## src/rtl/status_reg_if.sv

```systemverilog
// Bus between the sequencer/ALU side and the processor status register.
// The master drives flag sources and update controls; the slave returns P views.
interface status_reg_if;
    logic       alu_n;
    logic       alu_z;
    logic       alu_v;
    logic       alu_c;
    logic       upd_en;
    logic [3:0] upd_mask;
    logic [7:0] set_mask;
    logic [7:0] clr_mask;
    logic       load_en;
    logic [7:0] load_data;
    logic       irq_entry;
    logic       push_brk;
    logic       poll;
    logic [2:0] cond;
    logic [7:0] p;
    logic [7:0] p_push;
    logic       carry;
    logic       decimal;
    logic       branch_taken;
    logic       irq_mask;

    modport master (
        output alu_n, alu_z, alu_v, alu_c, upd_en, upd_mask, set_mask, clr_mask,
               load_en, load_data, irq_entry, push_brk, poll, cond,
        input  p, p_push, carry, decimal, branch_taken, irq_mask
    );

    modport slave (
        input  alu_n, alu_z, alu_v, alu_c, upd_en, upd_mask, set_mask, clr_mask,
               load_en, load_data, irq_entry, push_brk, poll, cond,
        output p, p_push, carry, decimal, branch_taken, irq_mask
    );
endinterface

```

## src/rtl/status_reg.sv

```systemverilog
// Processor status register P: masked ALU flag capture, explicit set/clear,
// PLP/RTI load, interrupt entry, branch evaluation and the polled IRQ mask.
module status_reg #(
    parameter logic [7:0] RESET_P      = 8'h24,
    parameter bit         CMOS_IRQ_CLD = 1'b0
) (
    input logic        clk,
    input logic        rst,
    status_reg_if.slave bus
);

    logic n_q, v_q, d_q, i_q, z_q, c_q;
    logic n_nx, v_nx, d_nx, i_nx, z_nx, c_nx;
    logic irq_mask_q;
    logic [7:0] p_cur;
    logic taken;
    logic unused_bits;

    always_comb begin
        n_nx = n_q;
        v_nx = v_q;
        d_nx = d_q;
        i_nx = i_q;
        z_nx = z_q;
        c_nx = c_q;
        if (bus.load_en) begin
            n_nx = bus.load_data[7];
            v_nx = bus.load_data[6];
            d_nx = bus.load_data[3];
            i_nx = bus.load_data[2];
            z_nx = bus.load_data[1];
            c_nx = bus.load_data[0];
        end else begin
            if (bus.upd_en && bus.upd_mask[3]) n_nx = bus.alu_n;
            if (bus.upd_en && bus.upd_mask[2]) v_nx = bus.alu_v;
            if (bus.upd_en && bus.upd_mask[1]) z_nx = bus.alu_z;
            if (bus.upd_en && bus.upd_mask[0]) c_nx = bus.alu_c;
            // Clear then set, so a bit named in both masks ends up 1.
            n_nx = (n_nx & ~bus.clr_mask[7]) | bus.set_mask[7];
            v_nx = (v_nx & ~bus.clr_mask[6]) | bus.set_mask[6];
            d_nx = (d_nx & ~bus.clr_mask[3]) | bus.set_mask[3];
            i_nx = (i_nx & ~bus.clr_mask[2]) | bus.set_mask[2];
            z_nx = (z_nx & ~bus.clr_mask[1]) | bus.set_mask[1];
            c_nx = (c_nx & ~bus.clr_mask[0]) | bus.set_mask[0];
        end
        if (bus.irq_entry) begin
            i_nx = 1'b1;
            if (CMOS_IRQ_CLD) d_nx = 1'b0;
        end
    end

    always_ff @(posedge clk) begin
        if (rst) begin
            n_q        <= RESET_P[7];
            v_q        <= RESET_P[6];
            d_q        <= RESET_P[3];
            i_q        <= RESET_P[2];
            z_q        <= RESET_P[1];
            c_q        <= RESET_P[0];
            irq_mask_q <= RESET_P[2];
        end else begin
            n_q <= n_nx;
            v_q <= v_nx;
            d_q <= d_nx;
            i_q <= i_nx;
            z_q <= z_nx;
            c_q <= c_nx;
            // Mask samples I from before this edge: CLI/SEI/PLP act one poll late.
            if (bus.poll) irq_mask_q <= i_q;
        end
    end

    assign p_cur = {n_q, v_q, 1'b1, 1'b0, d_q, i_q, z_q, c_q};

    always_comb begin
        case (bus.cond[2:1])
            2'b00:   taken = (n_q == bus.cond[0]);
            2'b01:   taken = (v_q == bus.cond[0]);
            2'b10:   taken = (c_q == bus.cond[0]);
            default: taken = (z_q == bus.cond[0]);
        endcase
    end

    assign bus.p            = p_cur;
    assign bus.p_push       = {p_cur[7:5], bus.push_brk, p_cur[3:0]};
    assign bus.carry        = c_q;
    assign bus.decimal      = d_q;
    assign bus.branch_taken = taken;
    assign bus.irq_mask     = irq_mask_q;

    // Bits 5 and 4 of the byte-wide inputs have no stored counterpart.
    assign unused_bits = ^{bus.load_data[5:4], bus.set_mask[5:4], bus.clr_mask[5:4]};

endmodule
```

## src/flat_wrapper.sv

```systemverilog
// flat-port wrapper written by rule: the top's interface ports become plain ports
module status_reg_flat 
#(
    parameter logic [7:0] RESET_P      = 8'h24,
    parameter bit         CMOS_IRQ_CLD = 1'b0
)
  (clk, rst, bus_alu_n, bus_alu_z, bus_alu_v, bus_alu_c, bus_upd_en, bus_upd_mask, bus_set_mask, bus_clr_mask, bus_load_en, bus_load_data, bus_irq_entry, bus_push_brk, bus_poll, bus_cond, bus_p, bus_p_push, bus_carry, bus_decimal, bus_branch_taken, bus_irq_mask);
  status_reg_if bus_i ();
  input logic clk;
  input logic rst;
  input wire logic [$bits(bus_i.alu_n)-1:0] bus_alu_n;
  input wire logic [$bits(bus_i.alu_z)-1:0] bus_alu_z;
  input wire logic [$bits(bus_i.alu_v)-1:0] bus_alu_v;
  input wire logic [$bits(bus_i.alu_c)-1:0] bus_alu_c;
  input wire logic [$bits(bus_i.upd_en)-1:0] bus_upd_en;
  input wire logic [$bits(bus_i.upd_mask)-1:0] bus_upd_mask;
  input wire logic [$bits(bus_i.set_mask)-1:0] bus_set_mask;
  input wire logic [$bits(bus_i.clr_mask)-1:0] bus_clr_mask;
  input wire logic [$bits(bus_i.load_en)-1:0] bus_load_en;
  input wire logic [$bits(bus_i.load_data)-1:0] bus_load_data;
  input wire logic [$bits(bus_i.irq_entry)-1:0] bus_irq_entry;
  input wire logic [$bits(bus_i.push_brk)-1:0] bus_push_brk;
  input wire logic [$bits(bus_i.poll)-1:0] bus_poll;
  input wire logic [$bits(bus_i.cond)-1:0] bus_cond;
  output wire logic [$bits(bus_i.p)-1:0] bus_p;
  output wire logic [$bits(bus_i.p_push)-1:0] bus_p_push;
  output wire logic [$bits(bus_i.carry)-1:0] bus_carry;
  output wire logic [$bits(bus_i.decimal)-1:0] bus_decimal;
  output wire logic [$bits(bus_i.branch_taken)-1:0] bus_branch_taken;
  output wire logic [$bits(bus_i.irq_mask)-1:0] bus_irq_mask;
  assign bus_i.alu_n = bus_alu_n;
  assign bus_i.alu_z = bus_alu_z;
  assign bus_i.alu_v = bus_alu_v;
  assign bus_i.alu_c = bus_alu_c;
  assign bus_i.upd_en = bus_upd_en;
  assign bus_i.upd_mask = bus_upd_mask;
  assign bus_i.set_mask = bus_set_mask;
  assign bus_i.clr_mask = bus_clr_mask;
  assign bus_i.load_en = bus_load_en;
  assign bus_i.load_data = bus_load_data;
  assign bus_i.irq_entry = bus_irq_entry;
  assign bus_i.push_brk = bus_push_brk;
  assign bus_i.poll = bus_poll;
  assign bus_i.cond = bus_cond;
  assign bus_p = bus_i.p;
  assign bus_p_push = bus_i.p_push;
  assign bus_carry = bus_i.carry;
  assign bus_decimal = bus_i.decimal;
  assign bus_branch_taken = bus_i.branch_taken;
  assign bus_irq_mask = bus_i.irq_mask;
  status_reg #(.RESET_P(RESET_P), .CMOS_IRQ_CLD(CMOS_IRQ_CLD)) u_core (.clk(clk), .rst(rst), .bus(bus_i));
endmodule
```

## config.mk

```make
export PLATFORM = sky130hd
export DESIGN_NAME = status_reg_flat
export DESIGN_NICKNAME = d
export VERILOG_FILES = /design/src/rtl/status_reg_if.sv /design/src/rtl/status_reg.sv /design/src/flat_wrapper.sv
export SDC_FILE = /design/constraint.sdc
export NUM_CORES = 1
export LEC_CHECK = 0
export ABC_AREA = 1
export BUFFER_PORTS_ARGS = -buffer_cell sky130_fd_sc_hd__buf_2
export CAP_MARGIN = 10
export CORE_AREA = 2 2 47 49
export DETAILED_ROUTE_END_ITERATION = 8
export DIE_AREA = 0 0 49 51
export PLACE_DENSITY = 0.79
export SETUP_SLACK_MARGIN = 0.3
export SYNTH_ARGS = -nofsm -noshare
export SYNTH_HDL_FRONTEND = slang
export SYNTH_SLANG_ARGS = --single-unit
```

## constraint.sdc

```tcl
create_clock -name clk -period 1.3 [get_ports clk]
set_clock_uncertainty 0.2 [all_clocks]
set_input_delay 0.065 -clock clk [delete_from_list [all_inputs] [get_ports clk]]
set_output_delay 0.065 -clock clk [all_outputs]
set_load 0.02 [all_outputs]
```

==> impl_metrics.yaml <==
run_status:
  status: "finished with violations"
  violations: "hold timing, setup timing"
detailed_routing:
  ant_nets: 0
  drt-initial-drc-count: 8
  wl_um: 2190
  num_vias: 794
  dr.pass1.iters: 4
  routedWlPerCell_um: 11.3
  drc: 0
  routed_via_density: 4.11
synthesis:
  yosysUniqueCellTypes: 12
  syn-cell-area_um2: 572
  yosys_warnings: 0
  synth_cells: 95
  postSynthAreaPerCell_um2: 6.02
  synth-seq-area-share: 0.245
  yosys_register_bits: 7
floorplanning:
  dieArea_mm2: 0.00250
  core_area_mm2: 0.00206
  ios: 62
  die_w_um: 49
  die_height_um: 51
  start_util: 0.277
  rows: 17
final_layout:
  num_antenna_cells: 0
  fillers: 170
  final_cell_mix: "buf_2, dlygate4sd3_1, buf_6"
  seqCellArea_um2: 154
  final_cell_area_mm2: 0.00124
  drive_above_1_share: 0.509
  fin_nets: 208
  layout_commonest_cell: "buf_2"
  multiInputGateArea_um2: 279
  fin_util: 0.603
  area_growth_syn_to_layout_pct: 118
worst_hold_path:
  holdPathStages: 3
  min-delay-start: "rst"
  min_path_type: "in2reg"
  whs_endpoint: "u_core.bus.irq_mask$_SDFFE_PP1P_"
power:
  p_leak_nw: 0.683
  power.density_mw_per_mm2: 668
  vdd_drop_max_v: 0.000357
  finalPower_uw: 831
worst_setup_path:
  rr_startpoint: "u_core.bus.carry$_SDFF_PP0_"
  crit_required_ns: 1.03
  startpoint_type: "flip-flop"
  critPathArrivalTime_ns: 1.04
  endpoint_kind: "primary output"
  regToRegSetupSlack_ns: 0.19
  r2r_cells: 6
  cp_max_fo: 2
  r2r-end: "u_core.bus.carry$_SDFF_PP0_"
  criticalPathCategory: "reg2out"
place:
  portBuffers: 50
  placed_area_um2: 733
  pre_cts_ws_ns: 0.218
  gp_congestion: 0.685
  dp_hpwl_um: 1120
timing:
  fmax_mhz: 766
  post-route-min-period_ns: 1.30
  maxSlewViolCount: 0
  rsz0062_at_grt: "yes"
  setup_tns_ns: -0.00488
  final-hold-violation-count: 7
  setup_viol: 1
  timing.final.ws_setup_ns: -0.00488
  finalHoldWorstSlack_ns: -0.150
  fin_crit_sh: 1.00
clocking:
  cts_root_buf: "clkbuf_4"
  clock_latency_ns: 0.25
  cts_buffer_depth: 2
  clock_sinks: 7
  ctsHoldBuffers: 28
  cts_tree: "yes"
  clk_pin_slew_ns: 0.06
  htree_levels: 1
  cts_made_buffers: 3
global_routing:
  grt-ovfl-total: 0
  track_usage: 0.175
  grt_start_max_net_pins: 9
  grt_pass1_vias: 801
  antenna_found_initial: 0
  grt_pass1_wl_um: 3280
job:
  drv_cap: 0
==> layout make-up <==
class	instances	share of cell area
Multi-Input combinational cell	52	0.224
Sequential cell	7	0.124
Clock buffer	4	0.0211
Timing Repair Buffer	82	0.542
Inverter	20	0.0604
Tap cell	28	0.0282
==> layer usage <==
metal | up-vias | global-route usage | part of all wire
met2 | 40 | 0.370 | 0.57
met5 | - | 0 | 0
met3 | 2 | 0.0175 | 0.048
met1 | 341 | 0.165 | 0.37
met4 | 0 | 0.0857 | 0.011
li1 | 411 | - | -
==> Yosys cell counts <==
cell / count / area, µm²
inv_1: 19 / 71.3
nand3_1: 12 / 60.1
nand2_2: 1 / 6.26
nand2_1: 16 / 60.1
conb_1: 2 / 7.51
buf_4: 16 / 120
nor2_1: 7 / 26.3
inv_2: 1 / 3.75
buf_6: 1 / 11.3
o21ai_0: 7 / 35.0
a21oi_1: 6 / 30.0
dfxtp_1: 7 / 140
==> timing repair <==
action                                 4_1_cts  5_1_grt
setup buffers                                4        1
endpoints found under the hold margin        8        7
pin swaps                                    5        8
setup endpoints to repair                   16       23
resized for setup                           39       25
==> how the worst max path moves through the flow <==
stage / from / end / cells after the start
2_1_floorplan: u_core.bus.carry$_SDFF_PP0_ / bus_branch_taken / 4
3_3_place_gp: u_core.v_q$_SDFF_PP0_ / bus_branch_taken / 5
3_5_place_dp: u_core.v_q$_SDFF_PP0_ / bus_branch_taken / 6
4_1_cts: u_core.n_q$_SDFF_PP0_ / bus_branch_taken / 6
5_1_grt: u_core.bus.carry$_SDFF_PP0_ / bus_branch_taken / 6
6_report: u_core.v_q$_SDFF_PP0_ / bus_branch_taken / 6
==> critical path: stages (launching register included) <==
cell	delay (ns)
dfxtp_2	0.34
nand2_1	0.06
nand3_2	0.07
nand2_1	0.05
nand2_1	0.07
nand2_2	0.06
buf_6	0.13
==> kinds of logic after synthesis <==
kind of cell / Yosys count / share of synthesized area
other: 2 / 0.0131
and+or+nand+nor: 36 / 0.267
buffers and inverters: 37 / 0.361
AOI/OAI and AO/OA: 13 / 0.114
DFF: 7 / 0.245
==> sequential cells by signal, summed over array words and instances (netlist names) <==
| register | flops |
|---|---|
| u_core.bus.carry | 1 |
| u_core.bus.decimal | 1 |
| u_core.bus.irq_mask | 1 |
| u_core.i_q | 1 |
| u_core.n_q | 1 |
| u_core.v_q | 1 |
| u_core.z_q | 1 |
==> through the flow <==
stage | instances | hold slack, ns
finish | 193 | -0.150
global route | 193 | -0.136
CTS | 193 | -0.0791
detailed placement | 157 | -0.0696
global placement | 157 | -0.0696
floorplan | 96 | -0.0353
==> power breakdown <==
part / leakage [nW] / switching, mW / total [mW] / internal, mW
Clock: 0.0150 / 0.0852 / 0.203 / 0.117
Combinational: 0.609 / 0.172 / 0.382 / 0.209
Sequential: 0.0594 / 0.0149 / 0.246 / 0.231
Note: power is estimated with default switching activity, not from simulation.
